File: config.mk
export PLATFORM = sky130hd
export DESIGN_NAME = lcd1602_reader_flat
export DESIGN_NICKNAME = d
export VERILOG_FILES = /design/src/rtl/lcd1602_pkg.sv /design/src/rtl/lcd1602_reader_if.sv /design/src/rtl/lcd_phase_timer.sv /design/src/rtl/lcd1602_reader.sv /design/src/flat_wrapper.sv
export SDC_FILE = /design/constraint.sdc
export NUM_CORES = 1
export LEC_CHECK = 0
export ABC_AREA = 1
export CORE_MARGIN = 5
export CORE_UTILIZATION = 49
export CTS_CLUSTER_DIAMETER = 150
export DETAILED_ROUTE_END_ITERATION = 12
export PLACE_DENSITY = 0.82
export SYNTH_ARGS = -nofsm -noshare
export SYNTH_HDL_FRONTEND = slang
export SYNTH_SLANG_ARGS = --single-unit
File: constraint.sdc
create_clock -name clk -period 1.7 [get_ports clk]
set_input_delay 0.34 -clock clk [delete_from_list [all_inputs] [get_ports clk]]
set_output_delay 0.34 -clock clk [all_outputs]
set_load 0.02 [all_outputs]
File: src/rtl/lcd1602_pkg.sv
// Shared definitions for the LCD1602 read path: FSM states, default bus timing, bit/RS encodings.
package lcd1602_pkg;

  typedef enum logic [2:0] {
    ST_IDLE,
    ST_ARB,
    ST_SETUP,
    ST_EHIGH,
    ST_ELOW,
    ST_EVAL,
    ST_DONE
  } rd_state_e;

  localparam int DEF_T_AS     = 3;
  localparam int DEF_T_EH     = 13;
  localparam int DEF_T_EL     = 13;
  localparam int DEF_POLL_MAX = 65535;

  localparam int BF_BIT = 7;

  localparam logic RS_CMD  = 1'b0;
  localparam logic RS_DATA = 1'b1;

  // Phase timer width: enough for the longest phase, never below 5 bits.
  function automatic int timer_width(input int a, input int b, input int c);
    int m;
    int w;
    m = a;
    if (b > m) m = b;
    if (c > m) m = c;
    w = $clog2(m);
    return (w < 5) ? 5 : w;
  endfunction

endpackage

File: src/rtl/lcd1602_reader_if.sv
// Host, arbiter and LCD pin signals of the reader; slave = reader side, master = environment side.
interface lcd1602_reader_if;
  logic       rd_req;
  logic       rd_rs;
  logic       poll_bf;
  logic       rd_busy;
  logic       rd_valid;
  logic [7:0] rd_data;
  logic       rd_timeout;
  logic       bus_req;
  logic       bus_gnt;
  logic       lcd_rs;
  logic       lcd_rw;
  logic       lcd_en;
  logic [7:0] lcd_db_i;

  modport slave (
    input  rd_req, rd_rs, poll_bf, bus_gnt, lcd_db_i,
    output rd_busy, rd_valid, rd_data, rd_timeout, bus_req, lcd_rs, lcd_rw, lcd_en
  );

  modport master (
    output rd_req, rd_rs, poll_bf, bus_gnt, lcd_db_i,
    input  rd_busy, rd_valid, rd_data, rd_timeout, bus_req, lcd_rs, lcd_rw, lcd_en
  );
endinterface

File: src/rtl/lcd_phase_timer.sv
// Loadable down-counter; done_o is high on the last cycle of the loaded phase.
// Load N-1 to get an N-cycle phase; loading while done starts the next phase back to back.
module lcd_phase_timer #(
  parameter int W = 5
) (
  input  logic         clk,
  input  logic         rst,
  input  logic         load_i,
  input  logic [W-1:0] load_val_i,
  output logic         done_o
);

  logic [W-1:0] cnt_q;

  always_ff @(posedge clk) begin
    if (rst) begin
      cnt_q <= '0;
    end else if (load_i) begin
      cnt_q <= load_val_i;
    end else if (cnt_q != '0) begin
      cnt_q <= cnt_q - W'(1);
    end
  end

  assign done_o = (cnt_q == '0);

endmodule

File: src/rtl/lcd1602_reader.sv
// LCD1602 read engine: arbitrates for the pins, runs RW=1 E cycles, optionally polls BF.
// Single read completes 3+T_AS+T_EH+T_EL cycles after the request; waits in ARB while no grant.
module lcd1602_reader
  import lcd1602_pkg::*;
#(
  parameter int T_AS     = DEF_T_AS,
  parameter int T_EH     = DEF_T_EH,
  parameter int T_EL     = DEF_T_EL,
  parameter int POLL_MAX = DEF_POLL_MAX
) (
  input logic              clk,
  input logic              rst,
  lcd1602_reader_if.slave  bus
);

  localparam int              TW       = timer_width(T_AS, T_EH, T_EL);
  localparam logic [TW-1:0]   LD_AS    = TW'(T_AS - 1);
  localparam logic [TW-1:0]   LD_EH    = TW'(T_EH - 1);
  localparam logic [TW-1:0]   LD_EL    = TW'(T_EL - 1);
  localparam logic [15:0]     POLL_CAP = 16'(POLL_MAX);

  rd_state_e   state_q;
  logic        rs_q;
  logic        poll_q;
  logic [15:0] cnt_q;
  logic [15:0] cnt_d;
  logic [7:0]  data_q;
  logic        timeout_q;
  logic        busy_q;
  logic        valid_q;
  logic        req_q;
  logic        lcd_rs_q;
  logic        lcd_rw_q;
  logic        lcd_en_q;

  logic          timed;
  logic          tmr_load;
  logic          tmr_done;
  logic [TW-1:0] tmr_val;

  // Outside the timed phases the timer is kept primed with the SETUP length.
  assign timed    = state_q inside {ST_SETUP, ST_EHIGH, ST_ELOW};
  assign tmr_load = !timed || tmr_done;

  always_comb begin
    tmr_val = LD_AS;
    case (state_q)
      ST_SETUP: tmr_val = LD_EH;
      ST_EHIGH: tmr_val = LD_EL;
      default:  tmr_val = LD_AS;
    endcase
  end

  lcd_phase_timer #(.W(TW)) u_timer (
    .clk        (clk),
    .rst        (rst),
    .load_i     (tmr_load),
    .load_val_i (tmr_val),
    .done_o     (tmr_done)
  );

  assign cnt_d = (cnt_q == 16'hFFFF) ? cnt_q : cnt_q + 16'd1;

  always_ff @(posedge clk) begin
    if (rst) begin
      state_q   <= ST_IDLE;
      rs_q      <= RS_CMD;
      poll_q    <= 1'b0;
      cnt_q     <= '0;
      data_q    <= '0;
      timeout_q <= 1'b0;
      busy_q    <= 1'b0;
      valid_q   <= 1'b0;
      req_q     <= 1'b0;
      lcd_rs_q  <= RS_CMD;
      lcd_rw_q  <= 1'b0;
      lcd_en_q  <= 1'b0;
    end else begin
      valid_q <= 1'b0;
      case (state_q)
        ST_IDLE: begin
          if (bus.rd_req) begin
            rs_q      <= bus.rd_rs;
            poll_q    <= bus.poll_bf && (bus.rd_rs != RS_DATA);
            timeout_q <= 1'b0;
            cnt_q     <= '0;
            busy_q    <= 1'b1;
            req_q     <= 1'b1;
            state_q   <= ST_ARB;
          end
        end
        ST_ARB: begin
          if (bus.bus_gnt) begin
            lcd_rw_q <= 1'b1;
            lcd_rs_q <= rs_q;
            state_q  <= ST_SETUP;
          end
        end
        ST_SETUP: begin
          if (tmr_done) begin
            lcd_en_q <= 1'b1;
            state_q  <= ST_EHIGH;
          end
        end
        ST_EHIGH: begin
          if (tmr_done) begin
            lcd_en_q <= 1'b0;
            data_q   <= bus.lcd_db_i;
            state_q  <= ST_ELOW;
          end
        end
        ST_ELOW: begin
          if (tmr_done) state_q <= ST_EVAL;
        end
        ST_EVAL: begin
          cnt_q <= cnt_d;
          if (poll_q && data_q[BF_BIT] && (cnt_d < POLL_CAP)) begin
            state_q <= ST_SETUP;
          end else begin
            timeout_q <= poll_q && data_q[BF_BIT];
            valid_q   <= 1'b1;
            req_q     <= 1'b0;
            lcd_rw_q  <= 1'b0;
            lcd_rs_q  <= RS_CMD;
            state_q   <= ST_DONE;
          end
        end
        ST_DONE: begin
          busy_q  <= 1'b0;
          state_q <= ST_IDLE;
        end
        default: state_q <= ST_IDLE;
      endcase
    end
  end

  assign bus.rd_busy    = busy_q;
  assign bus.rd_valid   = valid_q;
  assign bus.rd_data    = data_q;
  assign bus.rd_timeout = timeout_q;
  assign bus.bus_req    = req_q;
  assign bus.lcd_rs     = lcd_rs_q;
  assign bus.lcd_rw     = lcd_rw_q;
  assign bus.lcd_en     = lcd_en_q;

endmodule
File: src/flat_wrapper.sv
// flat-port wrapper written by rule: the top's interface ports become plain ports
module lcd1602_reader_flat import lcd1602_pkg::*;
#(
  parameter int T_AS     = DEF_T_AS,
  parameter int T_EH     = DEF_T_EH,
  parameter int T_EL     = DEF_T_EL,
  parameter int POLL_MAX = DEF_POLL_MAX
)
  (clk, rst, bus_rd_req, bus_rd_rs, bus_poll_bf, bus_bus_gnt, bus_lcd_db_i, bus_rd_busy, bus_rd_valid, bus_rd_data, bus_rd_timeout, bus_bus_req, bus_lcd_rs, bus_lcd_rw, bus_lcd_en);
  lcd1602_reader_if bus_i ();
  input logic clk;
  input logic rst;
  input wire logic [$bits(bus_i.rd_req)-1:0] bus_rd_req;
  input wire logic [$bits(bus_i.rd_rs)-1:0] bus_rd_rs;
  input wire logic [$bits(bus_i.poll_bf)-1:0] bus_poll_bf;
  input wire logic [$bits(bus_i.bus_gnt)-1:0] bus_bus_gnt;
  input wire logic [$bits(bus_i.lcd_db_i)-1:0] bus_lcd_db_i;
  output wire logic [$bits(bus_i.rd_busy)-1:0] bus_rd_busy;
  output wire logic [$bits(bus_i.rd_valid)-1:0] bus_rd_valid;
  output wire logic [$bits(bus_i.rd_data)-1:0] bus_rd_data;
  output wire logic [$bits(bus_i.rd_timeout)-1:0] bus_rd_timeout;
  output wire logic [$bits(bus_i.bus_req)-1:0] bus_bus_req;
  output wire logic [$bits(bus_i.lcd_rs)-1:0] bus_lcd_rs;
  output wire logic [$bits(bus_i.lcd_rw)-1:0] bus_lcd_rw;
  output wire logic [$bits(bus_i.lcd_en)-1:0] bus_lcd_en;
  assign bus_i.rd_req = bus_rd_req;
  assign bus_i.rd_rs = bus_rd_rs;
  assign bus_i.poll_bf = bus_poll_bf;
  assign bus_i.bus_gnt = bus_bus_gnt;
  assign bus_i.lcd_db_i = bus_lcd_db_i;
  assign bus_rd_busy = bus_i.rd_busy;
  assign bus_rd_valid = bus_i.rd_valid;
  assign bus_rd_data = bus_i.rd_data;
  assign bus_rd_timeout = bus_i.rd_timeout;
  assign bus_bus_req = bus_i.bus_req;
  assign bus_lcd_rs = bus_i.lcd_rs;
  assign bus_lcd_rw = bus_i.lcd_rw;
  assign bus_lcd_en = bus_i.lcd_en;
  lcd1602_reader #(.T_AS(T_AS), .T_EH(T_EH), .T_EL(T_EL), .POLL_MAX(POLL_MAX)) u_core (.clk(clk), .rst(rst), .bus(bus_i));
endmodule
### After elaboration in Yosys (flattened, before gate mapping)

Cells that the tools add are included.

| storage, ports and cells | value |
|---|---|
| register bits | 41 |
| bits in latches | 0 |
| bits in writable memories | 0 |
| bits in read-only memories | 0 |
| input port bits | 14 |
| output and inout port bits | 15 |
| word-level logic and storage cells | 83 |
| memories | 0 |

| cells by class | value |
|---|---|
| add/subtract/negate cells | 2 |
| multiply operators | 0 |
| div/mod/pow operators | 0 |
| magnitude comparators | 1 |
| equality and inequality tests | 13 |
| shift operators | 0 |
| mux-type cells | 28 |
| bitwise gates (word level) | 2 |
| reductions and logical operators | 24 |

Operator list:

| kind | count |
|---|---|
| 16-bit 2-to-1 mux | 2 |
| 16-bit case mux with 2 select lines | 1 |
| 3-bit 2-to-1 mux | 6 |
| 3-bit case mux with 6 select lines | 1 |
| 16-bit by 1-bit adder with 16-bit output (second input constant) | 1 |
| 16-bit == test (second input constant) | 1 |
| 16-bit less-than comparator (second input constant) | 1 |
| 1-bit case mux with 2 select lines | 6 |
| 5-bit 2-to-1 mux | 2 |
| 2-bit nonzero test | 5 |
| 3-bit == test (second input constant) | 3 |
| 1-bit 2-to-1 mux | 9 |
| 3-bit AND reduction | 3 |
| 2-bit AND reduction | 4 |
| 3-bit by 2-bit == test with 1-bit output (second input constant) | 2 |
| 2-bit by 1-bit != test with 1-bit output (second input constant) | 3 |
| 2-bit != test (second input constant) | 3 |
| 5-bit zero test | 1 |
| 5-bit AND reduction | 1 |
| 5-bit nonzero test | 1 |
| 5-bit by 1-bit subtractor with 5-bit output (second input constant) | 1 |
| 4-bit 2-to-1 mux | 1 |
| 2-bit OR reduction | 2 |
| 3-bit by 1-bit == test with 1-bit output (second input constant) | 1 |
| other kinds (6) | 9 |

### Logic depth before layout (Yosys ltp)

Gate-level depths: netlist (run 1).

| depth | value |
|---|---|
| word-level depth | 6 |
| depth in mapped cells | 16 |
| depth with buffers taken out | 16 |

### Hierarchy

Synthesis (run 1) repeated with hierarchy kept, for this count alone.

| second synthesis, totals | value |
|---|---|
| cell total of the unflattened synthesis | 346 |
| area, all modules | 2233.4 um^2 |

Modules (own cells, without submodules):

| module | times used | cells an instance | area each (um^2) | sequential area each (um^2) |
|---|---|---|---|---|
| lcd1602_reader | 1 | 304 | 1943.1 | 720.7 |
| lcd_phase_timer | 1 | 42 | 290.3 | 100.1 |

### Worst setup path after synthesis (run 1)

OpenSTA, ideal clock, no wires.

| timing path | value |
|---|---|
| kind | flip-flop to flip-flop |
| start point | register u_core.cnt_q[0] |
| end point | register u_core.state_q[2] |
| library setup time | 0.067 ns |
| arrival | 1.746 ns |
| required time | 1.633 ns |
| slack | -0.113 ns |
| stages on the path, launching flop included | 17 |
| buffers on the path | 1 |
| clock period less this slack | 1.813 ns |
| cell sequence | dfxtp_1 ha_1 nand2_2 nor2_4 nand2_4 clkinv_4 nand2_4 buf_6 o21ai_1 nand2_1 nor2_1 nand3_1 nand2_1 nand2_2 nand2_2 nand2_1 a21oi_2 |

| on the way | value |
|---|---|
| longest elaborated chain between the ends | 6 |
| elaborated cells between the ends (all ways) | 7 |
| those cells by class | 1 x add/sub; 1 x order compare; 1 x eq/ne; 3 x mux; 1 x reduce/logical |

RTL lines:

| what | line | RTL |
|---|---|---|
| start: declaration | lcd1602_reader.sv:25 | `logic [15:0] cnt_q;` |
| start signal: assignment | lcd1602_reader.sv:116 | `cnt_q <= cnt_d;` |
| 16-bit by 1-bit adder with 16-bit output / 16-bit == test (equally long branches) | lcd1602_reader.sv:62 | `assign cnt_d = (cnt_q == 16'hFFFF) ? cnt_q : cnt_q + 16'd1;` |
| 16-bit 2-to-1 mux (*) | lcd1602_reader.sv:62 |  |
| 16-bit less-than comparator (*) | lcd1602_reader.sv:117 | `if (poll_q && data_q[BF_BIT] && (cnt_d < POLL_CAP)) begin` |
| 1-bit logical AND (*) | lcd1602_reader.sv:117 |  |
| 3-bit 2-to-1 mux (*) | lcd1602_reader.sv:117 |  |
| 3-bit case mux with 6 select lines (*) | lcd1602_reader.sv:80 | `case (state_q)` |
| end signal: assignment | lcd1602_reader.sv:89 | `state_q <= ST_ARB;` |
| end signal: assignment | lcd1602_reader.sv:118 | `state_q <= ST_SETUP;` |
| end signal: assignment | lcd1602_reader.sv:125 | `state_q <= ST_DONE;` |
| end: declaration | lcd1602_reader.sv:22 | `rd_state_e state_q;` |

Mark *: on every way between the ends. The rest lies on a longest branch, timed or not.
A chain may end at the register's enable or synchronous reset.

### Final worst setup path (run 1)

| timing path | value |
|---|---|
| start point | register u_core.cnt_q[0] |
| end point | register u_core.valid_q, in the netlist u_core.bus.rd_valid |

| on the way | value |
|---|---|
| longest elaborated chain between the ends | 5 |
| elaborated cells between the ends (all ways) | 6 |
| those cells by class | 1 x add/sub; 1 x order compare; 1 x eq/ne; 2 x mux; 1 x reduce/logical |

RTL lines:

| what | line | RTL |
|---|---|---|
| 16-bit by 1-bit adder with 16-bit output / 16-bit == test (equally long branches) | lcd1602_reader.sv:62 |  |
| 16-bit 2-to-1 mux (*) | lcd1602_reader.sv:62 |  |
| 16-bit less-than comparator (*) | lcd1602_reader.sv:117 |  |
| 1-bit logical AND (*) | lcd1602_reader.sv:117 |  |
| 1-bit 2-to-1 mux (*) | lcd1602_reader.sv:117 |  |
| end signal: assignment | lcd1602_reader.sv:73 | `valid_q <= 1'b0;` |
| end signal: assignment | lcd1602_reader.sv:79 | `valid_q <= 1'b0;` |
| end signal: assignment | lcd1602_reader.sv:121 | `valid_q <= 1'b1;` |
| end: declaration | lcd1602_reader.sv:30 | `logic valid_q;` |

Marked as above.

==> results of run 1 <==
## metrics by stage
step	total power [mW]	area [sq um]	instances	worst slack [ns]	hold slack [ns]
floorplan	1.74	2170	335	-0.0372	0.424
global placement	2.13	2830	449	-0.100	0.435
detailed placement	2.16	2830	449	-0.170	0.445
CTS	2.80	3030	465	-0.111	0.462
global route	3.13	3190	472	-0.332	0.470
finish	2.92	3190	472	-0.151	0.440
## worst max path at each step
| stage | to | slack [ns] | cells past startpoint |
|---|---|---|---|
| 2_1_floorplan | u_core.state_q[2] | -0.04 | 16 |
| 3_3_place_gp | u_core.state_q[2] | -0.10 | 15 |
| 3_5_place_dp | u_core.state_q[2] | -0.17 | 15 |
| 4_1_cts | u_core.state_q[2] | -0.11 | 16 |
| 5_1_grt | u_core.state_q[2] | -0.33 | 15 |
| 6_report | u_core.bus.rd_valid | -0.15 | 15 |
## area by class of cell
class / instances / area share, %
repair buffers: 83 / 23.3
clock buffers: 8 / 2.51
inverters: 39 / 4.74
well taps: 52 / 2.04
multi-input cells: 249 / 41.0
flip-flops and latches: 41 / 26.3
## repair_timing
action,in CTS,in global routing
pin swaps,12,19
endpoints found under the setup margin,10,18
cloned,1,1
resized for setup,22,40
buffers inserted,7,6
## layer usage
layer	global-route usage, %	vias up
met5	0	-
met4	8.39	0
met3	5.44	15
met2	38.3	82
met1	21.1	1137
li1	-	1229
## worst reg2reg max path, delay by kind of cell (launching register included)
kind,cells,cell delay (ns)
buffers and inverters,2,0.24
flip-flops,1,0.37
AND/OR/NAND/NOR,12,1.00
adder cells (fa/ha/maj),1,0.18
## logic make-up (layout without fill, tap and decap cells)
| logic type | Yosys count | in the layout | synth area share, % |
|---|---|---|---|
| adders and majority gates | 2 | 2 | 1.16 |
| xor gates and xnor gates | 3 | 3 | 1.22 |
| AOI/OAI and AO/OA | 51 | 51 | 12.7 |
| and+or+nand+nor | 192 | 193 | 38.2 |
| DFF | 41 | 41 | 38.2 |
| buffers and inverters | 46 | 130 | 8.61 |
## sequential cells by signal (all words and copies together) (netlist names)
register / flops
u_core.poll_q: 1
u_core.bus.rd_timeout: 1
u_core.u_timer.cnt_q: 5
u_core.bus.lcd_rw: 1
u_core.state_q: 3
u_core.bus.rd_busy: 1
u_core.rs_q: 1
u_core.bus.lcd_rs: 1
u_core.bus.lcd_en: 1
u_core.bus.bus_req: 1
u_core.bus.rd_valid: 1
u_core.bus.rd_data: 8
u_core.cnt_q: 16
## placed cells by master (no fill, tap or decap), types with 2 or more instances in the layout
| cell | netlist | layout |
|---|---|---|
| inv_2 | 2 | 8 |
| buf_6 | 1 | 4 |
| clkbuf_8 | 0 | 5 |
| nand2_2 | 4 | 12 |
| nor3_1 | 3 | 2 |
| dfxtp_4 | 0 | 2 |
| dfxtp_1 | 41 | 29 |
| buf_4 | 0 | 48 |
| nor2_2 | 6 | 7 |
| o21bai_1 | 2 | 2 |
| inv_1 | 36 | 30 |
| nand2_4 | 2 | 4 |
| dfxtp_2 | 0 | 10 |
| a21oi_1 | 27 | 27 |
| clkbuf_1 | 5 | 3 |
| xor2_1 | 2 | 2 |
| clkdlybuf4s50_1 | 0 | 28 |
| o21ai_2 | 0 | 2 |
| nand3_2 | 0 | 7 |
| nand2_1 | 107 | 97 |
| nor2_1 | 41 | 36 |
| o21ai_0 | 14 | 9 |
| o21ai_1 | 3 | 6 |
| buf_12 | 0 | 3 |
| ha_4 | 0 | 2 |
| a211oi_1 | 2 | 2 |
| nand4_1 | 4 | 4 |
| nand3_1 | 21 | 14 |
| nor2_4 | 2 | 6 |
## power groups by stage
stage	Sequential (mW)	Combinational (mW)	Clock, mW
after global placement	1.20	0.926	0
after CTS	1.19	0.982	0.625
after detailed placement	1.21	0.955	0
after global routing	1.22	1.23	0.677
after floorplan	1.28	0.466	0
final	1.20	1.11	0.607
==> key figures, run 1 <==
Critical path
  • Setup crit start: u_core.cnt_q[0]
  • Worst-path maximum fanout: 7
  • Crit Path Category: reg -> reg
  • Critical path data required time: 1.92 ns
  • Worst setup EP type: flip-flop
  • RR Startpoint: u_core.cnt_q[0]
  • FF-to-FF setup slack: -0.15 ns
  • CP startpoint kind: flip-flop
  • RR Endpoint: u_core.bus.rd_valid
  • Top cell by count, worst path: nand2_2
  • Critical-path cell list: ha_4 > nand2_4 > nor2_4 > nand2_4 > clkinv_4 > nand2_8 > nand2_2 > nand2_2 > nand3_2 > nor2_2 > nand3_1 > nand2_1 > nand2_2 > buf_4 > nor2_1
  • Worst Path Buf+Inv: 2
  • Crit-path max cell delay: 0.37 ns
  • Critical Path AT: 2.07 ns
  • Critical path's slowest cell: dfxtp_4
  • FF-to-FF path depth: 15
  • Worst path top cell family by delay: simple AND/OR/NAND/NOR gates

Timing
  • Max_slew headroom: 76.6%
  • Max Clk Rate: 0.540 GHz
  • Period Utilization, post-route: 109%
  • Fin crit period: 1.85 ns
  • Clock Skew: 0.00429 ns
  • RSZ-0062 raised after global routing: yes
  • Final Slew Violations: 0
  • Slew @ Worst Pin: roughly 0.35 ns
  • Final hold viol count: 0
  • Fin worst setup slack: -0.151 ns
  • # setup viols final: 7
  • Setup TNS: -0.631 ns

Clocking
  • Maximum root-to-sink buffer count: 2
  • CTS tree: yes
  • Worst skew pair latency: 0.29 ns
  • CTS root buf: clkbuf_8
  • CTS H-tree depth: 2
  • Hold_buf cts: 0
  • Num Clock Sinks: 41
  • Total CTS buffers: 5
  • Clock transition at the registers of the reported paths: 0.08 ns

Synthesis
  • Sequential-to-total area share from yosys stat: 38.2%
  • Top post-synthesis cells by count: nand2_1, dfxtp_1, nor2_1
  • Netlist cell types: 29
  • Syn_nets: 351
  • Async SR Flop Fraction: 0%
  • Yosys top cell by area: dfxtp_1
  • Syn. warnings: 0
  • Cell count after synthesis: roughly 340
  • Synth top area cells: dfxtp_1, nand2_1, nor2_1
  • Top FF cell, synth: dfxtp_1
  • Avg Inst Size Synth: 6.42 sq um
  • Number of synthesized flops with an enable pin: 0
  • Post-synth top area share: 38.2%
  • Mapped Area: 2150 sq um
  • Flops & latches, synth: between 40 and 50
  • Cell with the most instances after synthesis: nand2_1

Floorplanning
  • Die W: 76.3 um
  • FP Rows: 24
  • Core Area: 4290 sq um
  • IO Pins: 29
  • Initial core utilization: 50.1%
  • DIE HEIGHT: between 70 and 80 um
  • Die area: 5810 sq um

Layout
  • Ant. Diodes: 0
  • Layout cells sized above 1: 29.8%
  • Post-layout util: 74.4%
  • FF/Latch Area: 841 sq um
  • NumNets Final: ~440
  • Area Overhead vs Synth: 48.5%
  • Fillers: 332
  • Area of the multi-input gates: 1310 sq um

Power and ir drop
  • Leak: approximately 1.4 nW
  • Peak supply drop: 811 uV
  • Internal: roughly 1.9 mW
  • Sw Pwr: 1.05 mW
  • Switch share: 36.0%
  • Flop pwr share: 41.3%
  • Part of the power in the clock network: a little over a fifth
  • PwrDens: 913 nW/um^2
  • Comb pwr share: between 30% and 40%

Place
  • Final RePlAce weighted congestion: 0.918
  • I/O Buffers: 28
  • Half-perimeter wire length after placement: 4120 um

Drt
  • Final wirelength: 6080 um
  • Vias: roughly 2,500
  • Remaining antenna violation count: 0
  • Top sig layer: met4
  • TritonRoute pass-1 iters: 4
  • Wl on met1: 2400 um
  • Routed wl met2: between 3000 and 4000 um
  • DRT iter0 DRCs: 151
  • Wirelength per Cell: 12.9 um
  • Met3 wire length: just under 400 um
  • Post-DR vias/cell: 5.22
  • DRC: 0

GRT
  • Largest net degree at the start of global routing: 31
  • Total GRT Usage: roughly a fifth
  • Vias in the first global route: 2,448
  • Initial antenna violation count: 0
  • First-pass GRT wire length: 10,100 um
  • Grt total ovfl: 0

Worst hold path
  • Worst Hold Class: reg -> reg
  • Min-delay src: u_core.u_timer.cnt_q[0]
  • Endpoint, Worst Hold: u_core.u_timer.cnt_q[0]
  • WHS Path Cells: 1

Status
  • Status: complete, but fails checks
  • Violated checks: setup timing

Flow run
  • Max-cap violations: 0
No activity file was read; power rests on OpenSTA's default activity.
==> run 2, diff against run 1 <==
--- a/config.mk
+++ b/config.mk
@@ -6,7 +6,7 @@
 export NUM_CORES = 1
 export LEC_CHECK = 0
 export ABC_AREA = 1
-export CORE_MARGIN = 5
+export CORE_MARGIN = 3
 export CORE_UTILIZATION = 49
 export CTS_CLUSTER_DIAMETER = 150
 export DETAILED_ROUTE_END_ITERATION = 12
==> run 2 against run 1 <==
  * The flow still finishes with violations (setup timing)
  * Die area fell by 10%
  * Clock-buffer cell count fell by 3
  * Clock skew grew 0.0038 ns
  * Critical path depth unchanged
  * Global-route usage is 3.6 points higher
  * Via count increased by 5.2%
  * Non-clock buffer count is 1 higher
  * Critical path type unchanged
  * Critical endpoint is now u_core.state_q[2]
  * Largest cell class unchanged
==> key figures, run 2 (synthesis results as in run 1) <==
Timing
  • Setup TNS: -1.48 ns
  • Slew @ Worst Pin: 0.407 ns
  • Final Slew Violations: 0
  • Final hold viol count: 0
  • Fin worst setup slack: -0.232 ns
  • Clock Skew: just over 0.008 ns
  • RSZ-0062 raised after global routing: yes
  • Max Clk Rate: 0.518 GHz
  • Fin crit period: 1.93 ns
  • Max_slew headroom: between 70 and 80%
  • Period Utilization, post-route: 114%
  • # setup viols final: 15

GRT
  • Vias in the first global route: 2,320
  • Initial antenna violation count: 0
  • First-pass GRT wire length: approximately 10000 um
  • Grt total ovfl: 0
  • Total GRT Usage: between 20% and 30%
  • Largest net degree at the start of global routing: 18

Place
  • Final RePlAce weighted congestion: 0.888
  • Cells after DPL: 453
  • Half-perimeter wire length after placement: 4220 um
  • DP Worst Slack: -0.178 ns
  • I/O Buffers: 28

Drt
  • Remaining antenna violation count: 0
  • DRC: 0
  • TritonRoute pass-1 iters: 4
  • Post-DR vias/cell: roughly 5.5
  • DRT iter0 DRCs: 186
  • Wirelength per Cell: ~15 um
  • Final wirelength: 6940 um
  • Vias: around 2,600

Critical path
  • Worst setup EP type: flip-flop
  • Worst-path maximum fanout: 8
  • Critical Path AT: 2.18 ns
  • Critical path's slowest cell: dfxtp_4
  • Crit-path max cell delay: 0.38 ns
  • Worst path top cell family by delay: simple AND/OR/NAND/NOR gates
  • Crit Path Category: reg -> reg
  • Critical-path cell list: ha_4 > nand2_4 > nor2_4 > nand2_4 > inv_8 > nand2_8 > nand3_2 > nand2_1 > nor2_2 > nand3_2 > nand2_2 > nand2_4 > nand2_2 > nand2_2 > a21oi_2
  • Worst Path Buf+Inv: 1
  • Critical path data required time: a little under 2 ns
  • CP startpoint kind: flip-flop

Layout
  • Commonest non-fill, non-tap cell in the layout: nand2_1
  • Max FFs per register: 16
  • Most frequent cells in the layout: nand2_1, buf_4, inv_1
  • Top reg by flops: u_core.cnt_q
  • Ant. Diodes: 0
  • Post-route insts no fill: 471
  • Fillers: 263
  • Post-layout util: between 70% and 80%
  • Area Overhead vs Synth: 51.1%
  • Layout cells sized above 1: 31.1%
  • NumNets Final: 436

Status
  • Violated checks: setup timing
  • Status: complete, but fails checks

Clocking
  • CTS tree: yes
  • Worst skew pair latency: 0.30 ns
  • Maximum root-to-sink buffer count: 2
  • Total CTS buffers: 5
  • Num Clock Sinks: just over 40
  • CTS root buf: clkbuf_8
  • CTS H-tree depth: 2
  • Clock transition at the registers of the reported paths: roughly 0.09 ns

Floorplanning
  • DIE HEIGHT: 72.3 um
  • Die area: 5220 sq um
  • FP Rows: 23
  • IO Pins: 29
  • Initial core utilization: 52.3%
  • Core Area: ~4100 sq um
  • Die W: 72.3 um

Power and ir drop
  • Leak: 1.41 nW
  • Total power: just over 3 mW
  • Peak supply drop: 895 uV
  • PwrDens: around 950 nW/um^2

Flow run
  • Max-cap violations: 0

Worst hold path
  • Worst Hold Class: reg -> reg
## run 2: changes by cell type in the layout (fill, tap and decap cells not counted), moves of 3 or more
cell / before / now
nand2_2: 12 / 16
o21ai_0: 9 / 12
inv_1: 30 / 35
o21ai_1: 6 / 3
dfxtp_1: 29 / 32
nand2_1: 97 / 93
nand3_2: 7 / 11
inv_2: 8 / 2
buf_4: 48 / 52
nand3_1: 14 / 9
clkbuf_1: 3 / 0
## run 2: area by class of cell
cell class / instances / area, sq um / area share, %
Clock buffer: 5 / 68.8 / 2.12
Clock inverter: 3 / 46.3 / 1.42
Inverter: 39 / 156 / 4.81
Multi-Input combinational cell: 249 / 1360 / 41.7
Sequential cell: 41 / 835 / 25.7
Tap cell: 50 / 62.6 / 1.93
Timing Repair Buffer: 84 / 724 / 22.3
## run 2: worst register-to-register path, cell delays in order (launching register included)
cell and delay (ns):
dfxtp_4 0.38, ha_4 0.16, nand2_4 0.06, nor2_4 0.15
nand2_4 0.11, inv_8 0.10, nand2_8 0.10, nand3_2 0.11
nand2_1 0.08, nor2_2 0.12, nand3_2 0.10, nand2_2 0.09
nand2_4 0.08, nand2_2 0.08, nand2_2 0.05, a21oi_2 0.12
## run 2: what timing repair did
item                       4_1_cts  5_1_grt
setup endpoints to repair       15       18
resized for setup               22       40
pin swaps                        6       21
cloned                           1        1
hold buffers                     0        0
setup buffers                    6        2
## run 2: routing by layer
layer	global-route usage (%)	up-vias	wire length, um
met2	44.3	104	3670
met4	7.93	0	243
li1	-	1235	-
met5	0	-	0
met3	5.26	30	419
met1	27.1	1221	2610
## run 2: where the power goes
part	total [mW]	switching, mW	leakage (nW)	internal, mW
registers	1.20	0.104	0.338	1.09
logic	1.08	0.632	1.02	0.449
clock network	0.803	0.363	0.0543	0.440
## run 2: through the flow
step / instance area, sq um / hold WS (ns)
after floorplan: 2170 / 0.424
after global placement: 2840 / 0.434
after detailed placement: 2840 / 0.440
after CTS: 3090 / 0.459
after global routing: 3250 / 0.484
final: 3250 / 0.470
## run 2: worst paths after layout
path / startpoint / endpoint / slack, ns / cells after the start
max: u_core.cnt_q[1] / u_core.state_q[2] / -0.23 / 15
min: u_core.u_timer.cnt_q[4] / u_core.u_timer.cnt_q[4] / 0.47 / 2
max reg2reg: u_core.cnt_q[1] / u_core.state_q[2] / -0.23 / 15
min reg2reg: u_core.u_timer.cnt_q[4] / u_core.u_timer.cnt_q[4] / 0.47 / 2
==> RTL change 1: new RTL, config.mk and constraints of run 2 <==
`DEF_T_EH`: 13 -> 15.
--- a/src/rtl/lcd1602_pkg.sv
+++ b/src/rtl/lcd1602_pkg.sv
@@ -12,7 +12,7 @@
   } rd_state_e;
 
   localparam int DEF_T_AS     = 3;
-  localparam int DEF_T_EH     = 13;
+  localparam int DEF_T_EH     = 15;
   localparam int DEF_T_EL     = 13;
   localparam int DEF_POLL_MAX = 65535;
 
Behaviour: no difference found for any inputs over 10 cycles, from zero or initial values and one cycle with rst high; that may be too few to reach the edited logic, so the function may still have changed.
==> RTL change 1 against run 2 <==
  * The flow still finishes with violations (negative setup slack)
  * Synthesized area decreased by 0.17%
  * Sequential cell count did not move
  * Total power fell by 1.3%
  * Routed wire length is 19% lower
  * Cell area fell by 6.4%
  * Worst setup slack improved by 36 ps
  * Hold slack got worse by 2.3 ps
  * Global-route usage down 1.7 points
  * Critical endpoint unchanged
  * Largest cell class unchanged
  * Largest power group unchanged
==> RTL change 1: results (changes against run 2) <==
* Slew Limit Headroom at 78.4% (+5.7 points)
* First-pass GRT wire length at 9260 um (-7.1%)
* Layout cells sized above 1 at 22.5% (-8.6 points)
* Largest net degree at the start of global routing at 30 (+12)
* Failing checks: negative setup slack
* Min-delay src: u_core.poll_q
* Register area share after synthesis at 38.2% (+0.067 points)
* Setup Skew at 8.27 ps (+0.194 ps)
* Syn nets at 345 (-1.7%)
* Non-filler cells, final at 454 (-3.6%)
* Final number of setup-violating endpoints at 6 (-9)
* Vias in the first global route at 2,180 (-6.0%)
* Port Buf Inserts at 28 (unchanged)
* Initial DRC count at 182 (-2.2%)
* Hold EP: u_core.poll_q
* Filler Cell Count at 319 (+21%)
* Pre-CTS WS at -167 ps (+11.1 ps)
* Setup TNS Final at -860 ps (+616 ps)
* Worst-path fanout max at 6 (-2)
* Top FF cell, synth: dfxtp_1
* Worst IR Drop VDD at 0.801 mV (-10%)
* Wire length per cell at 12.4 um (-16%)
* GRT Resource Usage Total at 22.3% (-1.7 points)
* Worst Hold Class: flip-flop to flip-flop
* CP arrival at 2140 ps (-40 ps)
* Final setup margin at -196 ps (+35.6 ps)
* Worst hold slack at 468 ps (-2.33 ps)
* NumNets Final at 419 (-3.9%)
* Synthesized netlist cell count at 329 (-1.8%)
* Status: finished with violations
* Inst Count DP at 441 (-2.6%)
* Vias/cell at 5.15 (-6.4%)
* Max clock buf depth at 2 (unchanged)
* Fmax at 0.527 GHz (+1.9%)
* Post-DP HPWL at 4030 um (-4.5%)
* Area after DPL at 2790 um2 (-1.8%)
## RTL change 1: changes by cell type in the layout (fill, tap and decap cells not counted), sizes merged, moves of 2 or more
cell,delta
inv,-6
buf,-11
nand3,-6
nor2,+2
o21bai,+2
nand4,+2
## RTL change 1: power breakdown
part / total (mW) / switching [mW] / leakage, nW / internal [mW]
Combinational: 1.02 / 0.582 / 0.901 / 0.435
Clock: 0.834 / 0.356 / 0.0574 / 0.478
Sequential: 1.19 / 0.0977 / 0.336 / 1.09
## RTL change 1: worst max-delay path, cell delays in order, from the launching register on
cell     delay [ps]
dfxtp_4         370
ha_4            150
nand2_4          60
nor2_4          190
nand2_4         100
nor2_4          120
nand3_1          80
nand2_1         110
nand3_1          80
nor2_1           90
nand3_1          90
nand2_1          80
nand2_2          90
nand2_1          80
nand2_1          60
a21oi_2         100
## RTL change 1: timing repair
item | 4_1_cts | 5_1_grt
endpoints found under the setup margin | 7 | 18
buffers inserted | 0 | 4
gates cloned | 0 | 1
gates resized for setup | 9 | 21
pin swaps | 3 | 8
## RTL change 1: cell families after synthesis
logic type / share of synthesized area (%)
AO/OA/AOI/OAI: 13.3
XOR/XNOR: 1.22
adder cells (fa/ha/maj): 1.17
buffers and inverters: 7.34
flip-flops: 38.2
AND/OR/NAND/NOR: 38.8
## RTL change 1: per-layer routing
layer / global-route usage (%) / share of wire, %
met4: 8.56 / 1.8
met5: 0 / 0
met2: 38.8 / 50
met1: 26.1 / 42
met3: 5.68 / 5.7
## RTL change 1: area by class of cell
type,count,area [um2],share of cell area (%)
Clock buffer,6,82.6,2.71
Clock inverter,2,37.5,1.23
Inverter,33,126,4.15
Multi-Input combinational cell,249,1270,41.7
Sequential cell,41,832,27.3
Tap cell,50,62.6,2.06
Timing Repair Buffer,73,634,20.8
==> RTL change 2: new RTL, settings of run 2 <==
Made on the original files. Make the reset (`rst`) asynchronous in 2 clocked blocks.
--- a/src/rtl/lcd_phase_timer.sv
+++ b/src/rtl/lcd_phase_timer.sv
@@ -12,7 +12,7 @@
 
   logic [W-1:0] cnt_q;
 
-  always_ff @(posedge clk) begin
+  always_ff @(posedge clk or posedge rst) begin
     if (rst) begin
       cnt_q <= '0;
     end else if (load_i) begin
--- a/src/rtl/lcd1602_reader.sv
+++ b/src/rtl/lcd1602_reader.sv
@@ -61,7 +61,7 @@
 
   assign cnt_d = (cnt_q == 16'hFFFF) ? cnt_q : cnt_q + 16'd1;
 
-  always_ff @(posedge clk) begin
+  always_ff @(posedge clk or posedge rst) begin
     if (rst) begin
       state_q   <= ST_IDLE;
       rs_q      <= RS_CMD;
Behaviour: differs if rst is asserted again (counterexample within 4 cycles, from zero or initial values and one cycle with rst high); with rst held inactive, the same outputs for 10 cycles.
==> RTL change 2 against run 2 <==
  * The run still ends with negative setup slack left
  * Critical path depth decreased by 6
  * Routed wire length decreased by 5.0%
  * Clock skew increased by 2.4 ps
  * Sequential cell count unchanged
  * Worst setup slack got worse by 2.9 ps
  * Cell area increased by 3.0%
  * Synthesized area increased by 4.7%
Power is not compared: it rests on default switching activity, and its combinational part moved more than twofold at a synthesized area within 25%.
==> RTL change 2: results (changes against run 2) <==
* Status: finished with violations
* Failing checks: negative setup slack
* Register area share after synthesis at 45.6% (+7.4 points)
* Post-synth ARST share at 100% (+100 points)
* GRT Resource Usage Total at 24.5% (+0.44 points)
* Most flops, register: u_core.cnt_q
* Syn nets at 296 (-16%)
* Routability cong. at 0.895 (+0.77%)
* Layout cells sized above 1 at 34.9% (+3.7 points)
* Crit path max-delay family: simple AND/OR/NAND/NOR gates
* Setup Skew at 10.5 ps (+2.40 ps)
* Top cells by area, synth: dfrtp_1, nand2_1, inv_1
* Vias in the first global route at 2,190 (-5.6%)
* Routed wire length at 6590 um (-5.0%)
* Yosys warnings at 0 (unchanged)
* Final number of setup-violating endpoints at 16 (+1)
* Worst-path fanout max at 5 (-3)
* Crit-path max cell delay at 400 ps (+20 ps)
* Port Buf Inserts at 28 (unchanged)
* Pre-CTS WS at -189 ps (-10.3 ps)
* Inst Count DP at 403 (-11%)
* Filler Cell Count at 293 (+11%)
* Wire length per cell at 15.5 um (+5.3%)
* Crit path from: u_core.u_timer.cnt_q[0]
* Final setup margin at -235 ps (-2.89 ps)
* Post-synth top cells: nand2_1, inv_1, dfrtp_1
* Slowest cell on crit path: dfrtp_1
* Max clock buf depth at 2 (unchanged)
* Worst Path Class, Setup: flip-flop to flip-flop
* Worst Hold Class: primary input to async pin
* Post-DP HPWL at 4280 um (+1.4%)
* Synthesized netlist cell count at 280 (-16%)
* Slew Limit Headroom at 79.1% (+6.4 points)
* Area after DPL at 2960 um2 (+4.3%)
* NumNets Final at 388 (-11%)
* Initial DRC count at 172 (-7.5%)
* Drt pass-1 iters at 5 (+1)
* CP arrival at 2110 ps (-70 ps)
* Ant diodes at 0 (unchanged)
* Unique masters post-synth at 32 (+10%)
* Worst IR Drop VDD at 1.12 mV
* Largest net degree at the start of global routing at 42 (+24)
* Vias/cell at 5.37 (-2.4%)
* First-pass GRT wire length at 10,200 um (+2.1%)
[RTL change 2: changes by cell type after synthesis, moves of 14 or more]
cell / run 2 / this run
nand2_1: 107 / 59
dfrtp_1: 0 / 41
dfxtp_1: 41 / 0
a21oi_1: 27 / 5
nor2_1: 41 / 24
o22ai_1: 0 / 14
[RTL change 2: cells by family (layout without fill, tap and decap cells)]
group                    after synthesis  in the layout  share of synthesized area, %
multiplexers                           8              8                          4.00
buffers and inverters                 52            144                          8.83
AO/OA/AOI/OAI                         37             37                          9.89
XOR/XNOR                               6              6                          2.33
flip-flops                            41             41                          45.6
AND/OR/NAND/NOR                      134            135                          28.3
adder cells (fa/ha/maj)                2              2                          1.11
[RTL change 2: cell type report]
| class | count | area, um2 | share of cell area (%) |
|---|---|---|---|
| Clock buffer | 6 | 82.6 | 2.47 |
| Timing Repair Buffer | 86 | 739 | 22.1 |
| Sequential cell | 41 | 1030 | 30.7 |
| Inverter | 50 | 195 | 5.83 |
| Multi-Input combinational cell | 188 | 1220 | 36.5 |
| Tap cell | 52 | 65.1 | 1.94 |
| Clock inverter | 2 | 13.8 | 0.411 |
[RTL change 2: layer usage]
layer | vias to the layer above | part of all wire [%] | GRT usage [%]
met4 | 0 | 2.2 | 8.65
li1 | 1092 | - | -
met1 | 1087 | 41 | 31.3
met3 | 15 | 5.5 | 4.38
met5 | - | 0 | 0
met2 | 87 | 51 | 41.2
[RTL change 2: where the power goes]
part	internal, mW	switching (mW)
clock network	0.329	0.355
registers	1.36	0.324
logic	1.45	1.48
[RTL change 2: worst min-delay path, stage by stage]
cell	delay, ps
clkdlybuf4s50_1	390
inv_1	90
buf_12	240
[RTL change 2: what timing repair did]
action,4_1_cts,5_1_grt
pin swaps,7,10
gates cloned,1,0
buffers inserted,12,6
resized for setup,24,25
endpoints found under the setup margin,17,22
[RTL change 2: per-stage QoR]
step / setup TNS, ps / total power, mW / util [%]
2_1_floorplan: -362 / 2.93 / -
3_3_place_gp: -1440 / 3.98 / 67.6
3_5_place_dp: -2380 / 4.07 / 67.6
4_1_cts: -905 / 5.08 / 74.2
5_1_grt: -4630 / 5.61 / 76.4
6_report: -2650 / 5.30 / 76.4
[RTL change 2: path summary, 6_finish.rpt]
path	to	slack, ps	cells after the start
max	u_core.bus.rd_data[5]	-230	9
min	u_core.bus.rd_data[1]	390	3
max reg2reg	u_core.bus.rd_data[5]	-230	9
min reg2reg	u_core.bus.lcd_rw	490	2
max in group asynchronous	u_core.cnt_q[3]	1090	3
min in group clk	u_core.bus.lcd_rw	490	2
